$ cat config.mk
export PLATFORM = sky130hd
export DESIGN_NAME = hazard_ctrl_unit_flat
export DESIGN_NICKNAME = d
export VERILOG_FILES = /design/src/rtl/hazard_ctrl_unit_if.sv /design/src/rtl/hazard_ctrl_unit.sv /design/src/flat_wrapper.sv
export SDC_FILE = /design/constraint.sdc
export NUM_CORES = 1
export LEC_CHECK = 0
export CAP_MARGIN = 20
export CELL_PAD_IN_SITES_DETAIL_PLACEMENT = 1
export CELL_PAD_IN_SITES_GLOBAL_PLACEMENT = 1
export CORE_UTILIZATION = 35
export DETAILED_ROUTE_END_ITERATION = 10
export GPL_ROUTABILITY_DRIVEN = 0
export GPL_TIMING_DRIVEN = 0
export PLACE_DENSITY_LB_ADDON = 0.1
export SLEW_MARGIN = 20
export SYNTH_ARGS = -nofsm -noshare
export SYNTH_HDL_FRONTEND = slang
export SYNTH_SLANG_ARGS = --single-unit
$ cat constraint.sdc
create_clock -name clk -period 3.7 [get_ports clk]
set_input_delay 0.555 -clock clk [delete_from_list [all_inputs] [get_ports clk]]
set_output_delay 0.555 -clock clk [all_outputs]
set_load 0.02 [all_outputs]
$ cat src/rtl/hazard_ctrl_unit_if.sv
// Hazard controller bundle: register tags and write enables in, pipeline stall/flush/forward controls out.
// Latency: none, a plain wire bundle.
// Backpressure: none; the stall outputs carried here are themselves the backpressure into the pipeline.
interface hazard_ctrl_unit_if #(
   parameter int REG_AW = 5,
   parameter int CNT_W  = 16
);
   logic [REG_AW-1:0] Rs1D, Rs2D, Rs1E, Rs2E, RdE, RdM, RdW;
   logic              RegWriteE, RegWriteM, RegWriteW;
   logic              ResultSrcE0, PCSrcE, MduStartE, ClrCnt;
   logic              StallF, StallD, StallE;
   logic              FlushD, FlushE, FlushM;
   logic [1:0]        ForwardAE, ForwardBE;
   logic              MduBusy;
   logic [CNT_W-1:0]  StallCnt, FlushCnt;

   // Datapath side: drives register tags and control, receives hazard controls.
   modport master (
      output Rs1D, Rs2D, Rs1E, Rs2E, RdE, RdM, RdW,
      output RegWriteE, RegWriteM, RegWriteW,
      output ResultSrcE0, PCSrcE, MduStartE, ClrCnt,
      input  StallF, StallD, StallE, FlushD, FlushE, FlushM,
      input  ForwardAE, ForwardBE, MduBusy, StallCnt, FlushCnt
   );

   // Hazard unit side.
   modport slave (
      input  Rs1D, Rs2D, Rs1E, Rs2E, RdE, RdM, RdW,
      input  RegWriteE, RegWriteM, RegWriteW,
      input  ResultSrcE0, PCSrcE, MduStartE, ClrCnt,
      output StallF, StallD, StallE, FlushD, FlushE, FlushM,
      output ForwardAE, ForwardBE, MduBusy, StallCnt, FlushCnt
   );
endinterface

$ cat src/rtl/hazard_ctrl_unit.sv
// Pipeline hazard controller: forwarding selects, load-use/RAW interlock, MDU hold FSM, branch flush, perf counters.
// Latency: stall/flush/forward controls are combinational; counters and MDU state update on the next clk edge.
// Backpressure: generates it (StallF/StallD/StallE); accepts none.
module hazard_ctrl_unit #(
   parameter int REG_AW  = 5,
   parameter int FWD_EN  = 1,
   parameter int MDU_LAT = 4,
   parameter int CNT_W   = 16
) (
   input  logic              clk,
   input  logic              rst_n,
   hazard_ctrl_unit_if.slave hz
);
   // Down-counter only needs to hold MDU_LAT-2.
   localparam int             MCW      = (MDU_LAT > 2) ? $clog2(MDU_LAT) : 1;
   localparam bit             MDU_EN   = (MDU_LAT >= 2);
   localparam logic [MCW-1:0] MDU_LOAD = MDU_EN ? MCW'(MDU_LAT - 2) : '0;

   typedef enum logic {IDLE, BUSY} mdu_state_e;

   mdu_state_e       state_q, state_d;
   logic [MCW-1:0]   cnt_q, cnt_d;
   logic [CNT_W-1:0] stall_cnt_q, stall_cnt_d;
   logic [CNT_W-1:0] flush_cnt_q, flush_cnt_d;
   logic             mdu_stall, raw_stall, stall_f;
   logic             dep_e, dep_m;
   logic [1:0]       fwd_a, fwd_b;

   // Operand select for one E-stage source: newest producer (M) beats older (W); x0 is never forwarded.
   function automatic logic [1:0] fwd_sel(input logic [REG_AW-1:0] rs,
                                          input logic [REG_AW-1:0] rd_m, input logic we_m,
                                          input logic [REG_AW-1:0] rd_w, input logic we_w);
      if (rs != '0 && rs == rd_m && we_m) return 2'b10;
      if (rs != '0 && rs == rd_w && we_w) return 2'b01;
      return 2'b00;
   endfunction

   // True when the instruction in D reads a register that a later stage is about to write.
   function automatic logic dep(input logic [REG_AW-1:0] rd, input logic we,
                                input logic [REG_AW-1:0] rs1, input logic [REG_AW-1:0] rs2);
      return (rd != '0) && we && (rs1 == rd || rs2 == rd);
   endfunction

   // Forwarding selects and RAW interlock; without forwarding every pending write to a D source interlocks.
   always_comb begin
      fwd_a     = 2'b00;
      fwd_b     = 2'b00;
      dep_e     = dep(hz.RdE, hz.RegWriteE, hz.Rs1D, hz.Rs2D);
      dep_m     = dep(hz.RdM, hz.RegWriteM, hz.Rs1D, hz.Rs2D);
      raw_stall = dep_e | dep_m;
      if (FWD_EN != 0) begin
         fwd_a     = fwd_sel(hz.Rs1E, hz.RdM, hz.RegWriteM, hz.RdW, hz.RegWriteW);
         fwd_b     = fwd_sel(hz.Rs2E, hz.RdM, hz.RegWriteM, hz.RdW, hz.RegWriteW);
         raw_stall = hz.ResultSrcE0 & dep_e;
      end
   end

   // MDU hold sequencing: first cycle stalls from IDLE, BUSY counts down, counter==0 is the release cycle.
   always_comb begin
      state_d   = state_q;
      cnt_d     = cnt_q;
      mdu_stall = 1'b0;
      case (state_q)
         IDLE: begin
            if (MDU_EN && hz.MduStartE && !hz.PCSrcE) begin
               mdu_stall = 1'b1;
               cnt_d     = MDU_LOAD;
               state_d   = BUSY;
            end
         end
         BUSY: begin
            if (cnt_q != '0) begin
               mdu_stall = 1'b1;
               cnt_d     = cnt_q - MCW'(1);
            end else begin
               state_d = IDLE;
            end
         end
         default: state_d = IDLE;
      endcase
      // A redirect while the MDU holds E kills the MDU instruction; the sequence is abandoned.
      if (hz.PCSrcE && state_q == BUSY) begin
         state_d = IDLE;
         cnt_d   = '0;
      end
   end

   assign stall_f = raw_stall | mdu_stall;

   // Saturating performance counters; clear beats increment.
   always_comb begin
      stall_cnt_d = stall_cnt_q;
      flush_cnt_d = flush_cnt_q;
      if (hz.ClrCnt) begin
         stall_cnt_d = '0;
         flush_cnt_d = '0;
      end else begin
         if (stall_f && stall_cnt_q != '1) stall_cnt_d = stall_cnt_q + CNT_W'(1);
         if (hz.PCSrcE && flush_cnt_q != '1) flush_cnt_d = flush_cnt_q + CNT_W'(1);
      end
   end

   // State and counter registers.
   always_ff @(posedge clk or negedge rst_n) begin
      if (!rst_n) begin
         state_q     <= IDLE;
         cnt_q       <= '0;
         stall_cnt_q <= '0;
         flush_cnt_q <= '0;
      end else begin
         state_q     <= state_d;
         cnt_q       <= cnt_d;
         stall_cnt_q <= stall_cnt_d;
         flush_cnt_q <= flush_cnt_d;
      end
   end

   // E is held (not flushed) while the MDU works; a bubble goes into M behind it.
   assign hz.StallF    = stall_f;
   assign hz.StallD    = stall_f;
   assign hz.StallE    = mdu_stall;
   assign hz.FlushM    = mdu_stall;
   assign hz.FlushD    = hz.PCSrcE;
   assign hz.FlushE    = (raw_stall & ~mdu_stall) | hz.PCSrcE;
   assign hz.ForwardAE = fwd_a;
   assign hz.ForwardBE = fwd_b;
   assign hz.MduBusy   = mdu_stall;
   assign hz.StallCnt  = stall_cnt_q;
   assign hz.FlushCnt  = flush_cnt_q;
endmodule

$ cat src/flat_wrapper.sv
// flat-port wrapper written by rule: the top's interface ports become plain ports
module hazard_ctrl_unit_flat 
#(
   parameter int REG_AW  = 5,
   parameter int FWD_EN  = 1,
   parameter int MDU_LAT = 4,
   parameter int CNT_W   = 16
)
  (clk, rst_n, hz_Rs1D, hz_Rs2D, hz_Rs1E, hz_Rs2E, hz_RdE, hz_RdM, hz_RdW, hz_RegWriteE, hz_RegWriteM, hz_RegWriteW, hz_ResultSrcE0, hz_PCSrcE, hz_MduStartE, hz_ClrCnt, hz_StallF, hz_StallD, hz_StallE, hz_FlushD, hz_FlushE, hz_FlushM, hz_ForwardAE, hz_ForwardBE, hz_MduBusy, hz_StallCnt, hz_FlushCnt);
  hazard_ctrl_unit_if #(.REG_AW(REG_AW), .CNT_W(CNT_W)) hz_i ();
  input  logic clk;
  input  logic rst_n;
  input wire logic [$bits(hz_i.Rs1D)-1:0] hz_Rs1D;
  input wire logic [$bits(hz_i.Rs2D)-1:0] hz_Rs2D;
  input wire logic [$bits(hz_i.Rs1E)-1:0] hz_Rs1E;
  input wire logic [$bits(hz_i.Rs2E)-1:0] hz_Rs2E;
  input wire logic [$bits(hz_i.RdE)-1:0] hz_RdE;
  input wire logic [$bits(hz_i.RdM)-1:0] hz_RdM;
  input wire logic [$bits(hz_i.RdW)-1:0] hz_RdW;
  input wire logic [$bits(hz_i.RegWriteE)-1:0] hz_RegWriteE;
  input wire logic [$bits(hz_i.RegWriteM)-1:0] hz_RegWriteM;
  input wire logic [$bits(hz_i.RegWriteW)-1:0] hz_RegWriteW;
  input wire logic [$bits(hz_i.ResultSrcE0)-1:0] hz_ResultSrcE0;
  input wire logic [$bits(hz_i.PCSrcE)-1:0] hz_PCSrcE;
  input wire logic [$bits(hz_i.MduStartE)-1:0] hz_MduStartE;
  input wire logic [$bits(hz_i.ClrCnt)-1:0] hz_ClrCnt;
  output wire logic [$bits(hz_i.StallF)-1:0] hz_StallF;
  output wire logic [$bits(hz_i.StallD)-1:0] hz_StallD;
  output wire logic [$bits(hz_i.StallE)-1:0] hz_StallE;
  output wire logic [$bits(hz_i.FlushD)-1:0] hz_FlushD;
  output wire logic [$bits(hz_i.FlushE)-1:0] hz_FlushE;
  output wire logic [$bits(hz_i.FlushM)-1:0] hz_FlushM;
  output wire logic [$bits(hz_i.ForwardAE)-1:0] hz_ForwardAE;
  output wire logic [$bits(hz_i.ForwardBE)-1:0] hz_ForwardBE;
  output wire logic [$bits(hz_i.MduBusy)-1:0] hz_MduBusy;
  output wire logic [$bits(hz_i.StallCnt)-1:0] hz_StallCnt;
  output wire logic [$bits(hz_i.FlushCnt)-1:0] hz_FlushCnt;
  assign hz_i.Rs1D = hz_Rs1D;
  assign hz_i.Rs2D = hz_Rs2D;
  assign hz_i.Rs1E = hz_Rs1E;
  assign hz_i.Rs2E = hz_Rs2E;
  assign hz_i.RdE = hz_RdE;
  assign hz_i.RdM = hz_RdM;
  assign hz_i.RdW = hz_RdW;
  assign hz_i.RegWriteE = hz_RegWriteE;
  assign hz_i.RegWriteM = hz_RegWriteM;
  assign hz_i.RegWriteW = hz_RegWriteW;
  assign hz_i.ResultSrcE0 = hz_ResultSrcE0;
  assign hz_i.PCSrcE = hz_PCSrcE;
  assign hz_i.MduStartE = hz_MduStartE;
  assign hz_i.ClrCnt = hz_ClrCnt;
  assign hz_StallF = hz_i.StallF;
  assign hz_StallD = hz_i.StallD;
  assign hz_StallE = hz_i.StallE;
  assign hz_FlushD = hz_i.FlushD;
  assign hz_FlushE = hz_i.FlushE;
  assign hz_FlushM = hz_i.FlushM;
  assign hz_ForwardAE = hz_i.ForwardAE;
  assign hz_ForwardBE = hz_i.ForwardBE;
  assign hz_MduBusy = hz_i.MduBusy;
  assign hz_StallCnt = hz_i.StallCnt;
  assign hz_FlushCnt = hz_i.FlushCnt;
  hazard_ctrl_unit #(.REG_AW(REG_AW), .FWD_EN(FWD_EN), .MDU_LAT(MDU_LAT), .CNT_W(CNT_W)) u_core (.clk(clk), .rst_n(rst_n), .hz(hz_i));
endmodule
### After elaboration in Yosys (flattened, before gate mapping)

Index checks and enable logic that the tools add are counted.

| storage, ports and cells | value |
|---|---|
| register bits | 35 |
| input port bits | 44 |
| word-level logic and storage cells | 72 |

| operators by class | value |
|---|---|
| add/subtract/negate cells | 3 |
| equal/unequal tests | 10 |
| multiplexer cells | 26 |
| bitwise gates (word level) | 6 |
| reduce and logical (&&, ||, !) cells | 23 |

Operators by type and width:

| kind | count |
|---|---|
| $mux 16 | 4 |
| $add 16x1->16 const B | 2 |
| $ne 16x16->1 const B | 2 |
| $eq 5x5->1 | 6 |
| $mux 2 | 11 |
| $reduce_bool 5->1 | 3 |
| $logic_and 1x1->1 | 14 |
| $mux 1 | 9 |
| $reduce_bool 2->1 | 3 |
| $pmux 2 s2 | 1 |
| $ne 3x1->1 const B | 1 |
| $ne 3x3->1 const B | 1 |
| $and 1x1->1 | 2 |
| $not 1->1 | 2 |
| $or 1x1->1 | 2 |
| $pmux 1 s2 | 1 |
| $reduce_and 2->1 | 1 |
| $sub 2x1->2 const B | 1 |
| $logic_not 1->1 | 1 |
| $logic_or 1x1->1 | 1 |

### Logic depth before layout (Yosys ltp)

Gate-level depths: netlist of the first run.

| logic depth | value |
|---|---|
| word-level depth | 8 |
| depth in mapped cells | 10 |
| gate-level depth less buffers | 8 |

### Worst setup path before layout of the first run

Ideal clock, no wire load.

| timing | value |
|---|---|
| path kind | input to output |
| from | in hz_Rs1E[0] |
| to | out hz_ForwardAE[0] |
| arrival | 2.062 ns |
| data required time | 3.145 ns |
| path slack | 1.083 ns |
| stages | 4 |
| cell sequence | or4_1 nor2_1 nor4_1 nor4_1 |

| on the way | value |
|---|---|
| cells in the longest elaborated chain, start to end | 7 |

Ends and longest elaborated chain:

| what | line | source |
|---|---|---|
| start, declared | flat_wrapper.sv:15 | `input wire logic [$bits(hz_i.Rs1E)-1:0] hz_Rs1E;` |
| $eq 5x5->1 / $reduce_bool 5->1 (equally long branches) | hazard_ctrl_unit.sv:34, hazard_ctrl_unit.sv:33 |  |
| $logic_and 1x1->1 (2 in a row) | hazard_ctrl_unit.sv:34 | `if (rs != '0 && rs == rd_w && we_w) return 2'b01;` |
| $mux 1 (2 in a row) | hazard_ctrl_unit.sv:34 |  |
| $mux 2 | hazard_ctrl_unit.sv:35 | `return 2'b00;` |
| $mux 2 * | hazard_ctrl_unit.sv:34 |  |
| end, declared | flat_wrapper.sv:33 | `output wire logic [$bits(hz_i.ForwardAE)-1:0] hz_ForwardAE;` |

Every way passes the cells marked *; elsewhere a longest branch is shown, timed or not. The select of a mux whose other input is x is not followed.

### Worst setup path in the final report of the first run

| timing | value |
|---|---|
| from | in hz_RdE[0] |
| to | out hz_StallF |

| on the way | value |
|---|---|
| cells in the longest elaborated chain, start to end | 5 |

Ends and longest elaborated chain:

| what | line | source |
|---|---|---|
| start, declared | flat_wrapper.sv:17 | `input wire logic [$bits(hz_i.RdE)-1:0] hz_RdE;` |
| $eq 5x5->1 / $reduce_bool 5->1 (equally long branches) | hazard_ctrl_unit.sv:41 | `return (rd != '0) && we && (rs1 == rd \|\| rs2 == rd);` |
| $logic_or 1x1->1 / $logic_and 1x1->1 (equally long branches) | hazard_ctrl_unit.sv:41 |  |
| $logic_and 1x1->1 * | hazard_ctrl_unit.sv:41 |  |
| $and 1x1->1 * | hazard_ctrl_unit.sv:54 | `raw_stall = hz.ResultSrcE0 & dep_e;` |
| $or 1x1->1 * | hazard_ctrl_unit.sv:88 | `assign stall_f = raw_stall \| mdu_stall;` |
| end, declared | flat_wrapper.sv:27 | `output wire logic [$bits(hz_i.StallF)-1:0] hz_StallF;` |

Every way passes the cells marked *; elsewhere a longest branch is shown, timed or not.

==> qor.yml, run 1 <==
outcome: "finished with violations"
violations: "DRC"
async_flop_share: 1.000
crit_start: "hz_RdE[0]"
clockBufferDepth: 2
rsz0062_at_grt: "no"
post_cts_buffers: 0
antenna_found_initial: 0
wl_met3_um: 408
fillCellCount: 754
drt-met1-wl_mm: 3.041
rows: 29
design.die.area_mm2: 0.007042
p_sw_uw: 397.6
routed_wl_mm: 6.402
core_area_mm2: 0.006422
cts_max_level: 2
die_width_um: 83.92
die_y_um: 83.92
cp-start-kind: "input port"
cts.clk_slew.worst_paths_ns: 0.08
syn_avg_cell_area_um2: 9.357
highest_layer: "met4"
period_share: 0.9041
syn_area_mm2: 0.002349
setup_ws_ns: 0.3549
stdcell_count: 422
grt_pass1_wl_mm: 10.83
regToRegStartpoint: "u_core.hz.StallCnt[0]"
start_util: 0.3657
cp.arrival_ns: 2.79
r2r_cells: 10
drtIter0Drc: 83
routed-wl-met2_mm: 2.883
cts_made_buffers: 5
timing.rr.end: "u_core.hz.StallCnt[1]"
syn-num-nets: 298
cts_sinks: 35
cp_max_fo: 9
grt_max_degree: 30
dpl.cell_count: 414
whs_ns: 0.09337
netlist.area_leader.share: 0.3729
synth_ff_type: "dfrtp_1"
vdd_drop_max_mv: 0.1923
min_period_ns: 3.345
hold_buffers: 0
switching_share: 0.3409
seq_area_frac_synth: 0.3729
maxSlewViolCount: 0
areaGrowthSynthToFinish_pct: 44.75
grt_util_all_layers: 0.1906
fin_nets: 391
cap_violations: 0
cts_tree: "done"
p_per_area_mw_per_mm2: 343.1
p_int_uw: 768.7
cts_resized: 0
tightestPinTransition_ns: 0.6144
syn-instance-count: 251
setup_viol: 0
tns_ns: 0
clock.fmax_ghz: 0.2989
ys_ff_latch: 35
ant_nets: 0
multi_input_area_mm2: 0.001373
endpoint_kind: "output port"
post_drt_via_cell_ratio: 5.218
ys_types: 46
synth_area_leaders: "dfrtp_1 (37%), xnor2_1 (11%), xor2_1 (6.7%)"
hold_class: "in2async"
power.clock.fraction: 0.242
place_ws_ns: 0.3289
hold_viol: 0
p_leak_uw: 0.001292
critPathRequiredTime_ns: 3.14
numPortBuffers: 85
worstSetupPathType: "in2out"
root_buffer: "clkbuf_8"
seq_area_um2: 875.8
dr.pass1.iters: 7
clock_skew_ns: 0.004842
synth-edff-count: 0
yosysWarnings: 0
r2r_setup_slack_ns: 1.45
grt_pass1_vias: 2253
power_frac_comb: 0.391
drive_gt1_frac: 0.1072
pin_count: 87
dpl.hpwl_mm: 5.033
yosysTopAreaCell: "dfrtp_1"
overflow: 0
drc_errors: 22
worstSkewPairLatency_ns: 0.29
detail_route.wl_per_cell_um: 15.17
max_slew_margin: 0.5904
pwr-share-seq: 0.366
n_antenna_cell: 0
vias: 2202
total_power_uw: 1166
## cell usage after synthesis, types with 2 or more instances
| master | instances |
|---|---|
| o31ai_1 | 3 |
| dfrtp_1 | 35 |
| nand2_1 | 21 |
| a21oi_1 | 8 |
| nor2_1 | 21 |
| xor2_1 | 18 |
| nor4_1 | 5 |
| o21ai_1 | 8 |
| ha_1 | 3 |
| nor2b_1 | 2 |
| or3_1 | 4 |
| buf_4 | 4 |
| o21ai_0 | 3 |
| nand4_1 | 8 |
| and4_1 | 5 |
| or3_2 | 7 |
| mux2_1 | 2 |
| clkbuf_1 | 3 |
| nand3_1 | 16 |
| inv_1 | 5 |
| a21boi_0 | 2 |
| and2_1 | 3 |
| or4_1 | 5 |
| a21oi_2 | 5 |
| and3_1 | 5 |
| a211oi_1 | 2 |
| xnor2_1 | 29 |
## metal layers
metal,global-route usage,vias up
li1,-,1071
met1,0.2585,1064
met2,0.3122,61
met3,0.03066,6
met4,0.05643,0
met5,0,-
## cells by family (layout without fill, tap and decap cells)
kind of cell	count (synthesis)	in the layout	synth area share
simple gates	106	106	0.2451
xor+xnor	47	47	0.1753
compound gates	41	41	0.1343
flops	35	35	0.3729
buf+inv	16	110	0.04262
fa+ha+maj	3	3	0.01598
mux	3	3	0.01385
## cell usage in the layout, fill, tap and decap left out, drive strengths merged, types with 2 or more instances in the layout
cell type / n
ha: 3
o21ai: 13
and3: 5
clkinvlp: 2
o31ai: 3
buf: 9
nand4: 8
nor2: 21
or3: 11
a21boi: 2
nand2b: 2
nor2b: 2
xnor2: 29
nand3: 16
clkbuf: 9
and2: 3
mux2: 2
and4: 5
nor4: 5
nand2: 21
or4: 5
clkdlybuf4s50: 84
inv: 5
dfrtp: 35
a21oi: 14
xor2: 18
a211oi: 2
## layout make-up
| class | count | share of cell area |
|---|---|---|
| inverter | 5 | 0.005521 |
| multi-input combinational | 200 | 0.4038 |
| clock inverter | 3 | 0.005889 |
| buffer | 11 | 0.02392 |
| tap | 77 | 0.02834 |
| clock buffer | 5 | 0.02024 |
| sequential | 35 | 0.2576 |
| timing repair buffer | 86 | 0.2547 |
## worst max path at each step
stage / to / cells past startpoint
2_1_floorplan: hz_ForwardAE[0] / 4
3_3_place_gp: hz_StallF / 7
3_5_place_dp: hz_StallF / 7
4_1_cts: hz_StallF / 7
5_1_grt: hz_ForwardBE[0] / 6
6_report: hz_StallF / 7
## sequential cells by signal (all words and copies together), names as in the netlist
signal	cells
u_core.hz.StallCnt	16
u_core.hz.FlushCnt	16
u_core.state_q	1
u_core.cnt_q	2
## power groups by stage
stage | registers, uW | logic [uW] | clock network, uW
6_report | 427 | 456 | 283
5_1_grt | 432 | 497 | 308
4_1_cts | 428 | 466 | 290
3_5_place_dp | 435 | 464 | 0
3_3_place_gp | 434 | 451 | 0
2_1_floorplan | 440 | 264 | 0
## per-stage QoR
step / instance area, um2 / util
floorplan: 2349 / -
global placement: 3296 / 0.5132
detailed placement: 3311 / 0.5155
CTS: 3400 / 0.5293
global route: 3400 / 0.5293
finish: 3400 / 0.5293
## critical path, stage by stage
cell and delay [ns]:
clkdlybuf4s50_1 0.48, or3_1 0.40, o311a_4 0.34, a21oi_4 0.25, inv_1 0.09, buf_4 0.13
clkdlybuf4s50_1 0.54
Note: power is estimated with default switching activity, not from simulation.
==> run 2: changes to the inputs <==
--- a/config.mk
+++ b/config.mk
@@ -8,7 +8,7 @@
 export CAP_MARGIN = 20
 export CELL_PAD_IN_SITES_DETAIL_PLACEMENT = 1
 export CELL_PAD_IN_SITES_GLOBAL_PLACEMENT = 1
-export CORE_UTILIZATION = 35
+export CORE_UTILIZATION = 30
 export DETAILED_ROUTE_END_ITERATION = 10
 export GPL_ROUTABILITY_DRIVEN = 0
 export GPL_TIMING_DRIVEN = 0
==> constraint.sdc (replaced) <==
create_clock -name clk -period 3.7 [get_ports clk]
set_input_delay 0.555 -clock clk [delete_from_list [all_inputs] [get_ports clk]]
set_output_delay 0.555 -clock clk [all_outputs]
set_load 0.005 [all_outputs]
==> qor.yml, run 2 (same netlist as run 1, synthesis figures left out) <==
grt_pass1_wl_mm: 11.22  # +3.6%
cts_resized: 0  # unchanged
cp_max_fo: 9  # unchanged
numPortBuffers: 85  # unchanged
p_per_area_mw_per_mm2: 363.1  # +5.8%
final_common_cell: "clkdlybuf4s50_1"
cts_sinks: 35  # unchanged
drive_gt1_frac: 0.1043  # -0.002899
cp-start-kind: "input port"
hold_class: "in2async"
die_width_um: 90.48  # +7.8%
setup_viol: 0  # unchanged
timing.rr.end: "u_core.hz.StallCnt[1]"
clockBufferDepth: 2  # unchanged
r2r_cells: 10  # unchanged
drc_errors: 0  # -100%
ant_nets: 0  # unchanged
drtIter0Drc: 59  # -29%
start_util: 0.3170  # -0.04867
n_antenna_cell: 0  # unchanged
dr.pass1.iters: 6  # -1
clock_skew_ns: 0.004296  # -0.0005457 ns
dpl.hpwl_mm: 5.060  # +0.54%
cap_violations: 0  # unchanged
overflow: 0  # unchanged
core_area_mm2: 0.007408  # +15%
areaGrowthSynthToFinish_pct: 47.79
grt_pass1_vias: 2278  # +1.1%
min_period_ns: 3.289  # -0.05659 ns
die_y_um: 90.48  # +7.8%
layout_common_cells: "clkdlybuf4s50_1 (84), dfrtp_1 (35), xnor2_1 (29)"
post_cts_buffers: 0  # unchanged
hold_buffers: 0  # unchanged
tns_ns: 0  # unchanged
cp.arrival_ns: 2.73  # -0.06 ns
grt_util_all_layers: 0.1680  # -0.02264
cts_tree: "done"
rsz0062_at_grt: "no"
regToRegStartpoint: "u_core.hz.StallCnt[0]"
tightestPinTransition_ns: 0.6051  # -0.009287 ns
cts_max_level: 2  # unchanged
fin_nets: 391  # unchanged
p_leak_uw: 0.001317  # +2.0%
grt_max_degree: 31  # +3.3%
max_slew_margin: 0.5966  # +0.006191
outcome: "finished clean"
endpoint_kind: "output port"
cts_made_buffers: 5  # unchanged
worstSetupPathType: "in2out"
critPathRequiredTime_ns: 3.14  # about the same
design.die.area_mm2: 0.008186  # +16%
fin_util: 0.4685  # -0.06082
antenna_found_initial: 0  # unchanged
stdcell_count: 444  # +5.2%
worstSkewPairLatency_ns: 0.29  # about the same
dpl.cell_count: 436  # +5.3%
maxSlewViolCount: 0  # unchanged
hold_viol: 0  # unchanged
root_buffer: "clkbuf_8"
pin_count: 87  # unchanged
detail_route.wl_per_cell_um: 14.90  # -1.8%
post_drt_via_cell_ratio: 4.921  # -5.7%
clock.fmax_ghz: 0.3041  # +1.7%
vdd_drop_max_mv: 0.2270  # +18%
place_ws_ns: 0.3913  # +0.06242 ns
cts.clk_slew.worst_paths_ns: 0.07  # about the same
setup_ws_ns: 0.4115  # +0.05659 ns
r2r_setup_slack_ns: 1.42  # -0.03 ns
rows: 31  # +6.9%
routed_wl_mm: 6.615  # +3.3%
vias: 2185  # -0.77%
period_share: 0.8888  # -0.01529
run 2: metal layers:
layer | wire length (um) | up-vias | share of wire | track usage
met2 | 2980 | 66 | 0.45 | 0.2771
met4 | 70 | 0 | 0.011 | 0.04032
met3 | 386 | 6 | 0.058 | 0.03872
met5 | 0 | - | 0 | 0
met1 | 3178 | 1037 | 0.48 | 0.2212
li1 | - | 1076 | - | -
run 2: cell type report:
type / instances / area (um2)
Tap cell: 99 / 123.9
Clock inverter: 2 / 60.06
Clock buffer: 6 / 72.57
Buffer: 11 / 81.33
Timing Repair Buffer: 86 / 865.8
Fill cell: 873 / 3938
Sequential cell: 35 / 875.8
Multi-Input combinational cell: 200 / 1373
Inverter: 5 / 18.77
run 2: power by group:
group | internal (uW) | leakage (uW) | switching, uW | total (uW)
Combinational | 232 | 0.000769 | 183 | 415
Clock | 270 | 0.0000654 | 149 | 418
Sequential | 404 | 0.000483 | 22.7 | 427
Total | 906 | 0.00132 | 354 | 1260
run 2: worst max-delay path, cell delays in order:
cell             delay [ns]
clkdlybuf4s50_1        0.47
or3_1                  0.42
o311a_4                0.34
a21oi_4                0.27
inv_1                  0.09
buf_4                  0.14
clkdlybuf4s50_1        0.45
run 2: how the worst max path moves through the flow:
| stage | from | endpoint | slack (ns) | depth (start not counted) |
|---|---|---|---|---|
| floorplan | hz_RdE[1] | hz_StallF | 1.45 | 5 |
| global placement | hz_RdE[1] | hz_StallF | 0.42 | 7 |
| detailed placement | hz_RdE[1] | hz_StallF | 0.39 | 7 |
| CTS | hz_RdE[1] | hz_StallF | 0.38 | 7 |
| global route | hz_Rs2E[0] | hz_ForwardBE[0] | 0.28 | 6 |
| finish | hz_RdE[1] | hz_StallF | 0.41 | 7 |
run 2: metrics by stage:
stage	area (um2)	total power (uW)	hold WS (ns)
after floorplan	2349	659.7	0.2594
after global placement	3323	846.1	0.5090
after detailed placement	3338	855.7	0.4071
after CTS	3471	1282	0.08842
after global routing	3471	1333	0.08669
final	3471	1260	0.08881
==> run 3: changes to the inputs <==
--- a/config.mk
+++ b/config.mk
@@ -8,6 +8,7 @@
 export CAP_MARGIN = 20
 export CELL_PAD_IN_SITES_DETAIL_PLACEMENT = 1
 export CELL_PAD_IN_SITES_GLOBAL_PLACEMENT = 1
+export CORE_MARGIN = 5
 export CORE_UTILIZATION = 30
 export DETAILED_ROUTE_END_ITERATION = 10
 export GPL_ROUTABILITY_DRIVEN = 0
==> qor.yml, run 3 (same netlist as run 1, synthesis figures left out) <==
fin_nets: 391  # unchanged
crit_start: "hz_RdE[1]"
power.clock.fraction: 0.303  # -0.029
cpMostUsedCell: "clkdlybuf4s50_1"
total_power_uw: 1204  # -4.4%
fillCellCount: 887  # +1.6%
dr.pass1.iters: 4  # -2
crit_family: "buffers and inverters"
switching_share: 0.2903  # +0.009442
cts_made_buffers: 5  # unchanged
final_common_cell: "clkdlybuf4s50_1"
p_leak_uw: 0.001313  # -0.32%
cp.arrival_ns: 2.71  # -0.02 ns
power_frac_comb: 0.342  # +0.013
cts_tree: "done"
setup_viol: 0  # unchanged
cp_max_fo: 9  # unchanged
antenna_found_initial: 0  # unchanged
hold_buffers: 0  # unchanged
min_period_ns: 3.267  # -0.02171 ns
overflow: 0  # unchanged
seq_area_um2: 875.8  # unchanged
worstSetupEndpoint: "hz_StallF"
period_share: 0.8829  # -0.005867
path_depth: 7  # unchanged
design.die.area_mm2: 0.009697  # +18%
grt_pass1_wl_mm: 11.65  # +3.9%
detail_route.wl_per_cell_um: 15.76  # +5.8%
cts.clk_slew.worst_paths_ns: 0.08  # about the same
cp-start-kind: "input port"
worstSetupPathType: "in2out"
clock_skew_ns: 0.005962  # +0.001665 ns
start_util: 0.3055  # -0.01151
pin_count: 87  # unchanged
drive_gt1_frac: 0.1072  # +0.002899
clockBufferDepth: 2  # unchanged
cts_max_level: 2  # unchanged
rsz0062_at_grt: "no"
cp_num_buf_inv: 4  # unchanged
p_int_uw: 854.7  # -5.7%
ant_nets: 0  # unchanged
drc_errors: 0  # unchanged
pwr-share-seq: 0.355  # +0.016
grt_pass1_vias: 2318  # +1.8%
tightestPinTransition_ns: 0.6129  # +0.007804 ns
max_slew_margin: 0.5914  # -0.005202
crit_chain: "clkdlybuf4s50_1 > or3_1 > o311a_4 > a21oi_4 > inv_1 > buf_4 > clkdlybuf4s50_1"
hold_class: "in2async"
n_antenna_cell: 0  # unchanged
p_sw_uw: 349.7  # -1.2%
vias: 2188  # +0.14%
cap_violations: 0  # unchanged
cts_resized: 0  # unchanged
drtIter0Drc: 66  # +12%
layout_common_cells: "clkdlybuf4s50_1 (84), dfrtp_1 (35), xnor2_1 (29)"
rows: 32  # +3.2%
worstSkewPairLatency_ns: 0.29  # about the same
timing.rr.end: "u_core.hz.StallCnt[1]"
hold_viol: 0  # unchanged
numPortBuffers: 85  # unchanged
p_per_area_mw_per_mm2: 348.2  # -4.1%
r2r_setup_slack_ns: 1.41  # about the same
maxSlewViolCount: 0  # unchanged
dpl.hpwl_mm: 5.473  # +8.2%
r2r_cells: 10  # unchanged
multi_input_area_mm2: 0.001373  # unchanged
post_cts_buffers: 0  # unchanged
root_buffer: "clkbuf_8"
die_y_um: 98.48  # +8.8%
die_width_um: 98.48  # +8.8%
vdd_drop_max_mv: 0.1414  # -38%
outcome: "finished clean"
grt_util_all_layers: 0.1457  # -0.02225
critPathRequiredTime_ns: 3.14  # about the same
routed_wl_mm: 7.046  # +6.5%
post_drt_via_cell_ratio: 4.895  # -0.53%
areaGrowthSynthToFinish_pct: 47.31
tns_ns: 0  # unchanged
clock.fmax_ghz: 0.3061  # +0.66%
cp_slowest_cell: "clkdlybuf4s50_1"
regToRegStartpoint: "u_core.hz.StallCnt[0]"
core_area_mm2: 0.007687  # +3.8%
cts_sinks: 35  # unchanged
max_stage_delay_ns: 0.47  # about the same
grt_max_degree: 29  # -6.5%
endpoint_kind: "output port"
[run 3: per-stage QoR]
| step | instances | hold WS (ns) | util | worst slack, ns | area, um2 |
|---|---|---|---|---|---|
| global placement | 438 | 0.5051 | 0.4328 | 0.4362 | 3327 |
| floorplan | 251 | 0.2594 | - | 1.454 | 2349 |
| global route | 447 | 0.1098 | 0.4500 | 0.3455 | 3460 |
| finish | 447 | 0.1085 | 0.4500 | 0.4332 | 3460 |
| CTS | 447 | 0.1042 | 0.4500 | 0.4151 | 3460 |
| detailed placement | 439 | 0.4292 | 0.4347 | 0.4301 | 3342 |
[run 3: routing by layer]
layer  vias to the layer above  wire, um  share of wire  global-route usage
li1                       1072         -              -                   -
met1                      1042      3430           0.49              0.1971
met2                        68      3129           0.44              0.2293
met3                         6       407          0.058             0.04176
met4                         0        79          0.011             0.03782
met5                         -         0              0                   0
[run 3: how the worst min path moves through the flow]
stage | end | slack, ns | depth (start not counted)
final | u_core.hz.FlushCnt[11] | 0.11 | 1
after global routing | u_core.hz.FlushCnt[5] | 0.11 | 1
after CTS | u_core.hz.FlushCnt[5] | 0.10 | 1
after detailed placement | u_core.hz.FlushCnt[5] | 0.43 | 1
after global placement | u_core.cnt_q[1] | 0.51 | 2
after floorplan | u_core.cnt_q[0] | 0.26 | 0
[run 3: cell type report]
class,instances,area share
Buffer,11,0.02351
Sequential cell,35,0.2532
Tap cell,102,0.03689
Clock buffer,6,0.02387
Inverter,5,0.005425
Timing Repair Buffer,86,0.2503
Multi-Input combinational cell,200,0.3967
Clock inverter,2,0.01013
[run 3: power groups by stage]
stage	Clock (uW)	Sequential, uW	Combinational [uW]
finish	365	427	412
global route	391	431	450
global placement	0	435	414
floorplan	0	431	229
detailed placement	0	435	420
CTS	377	428	421
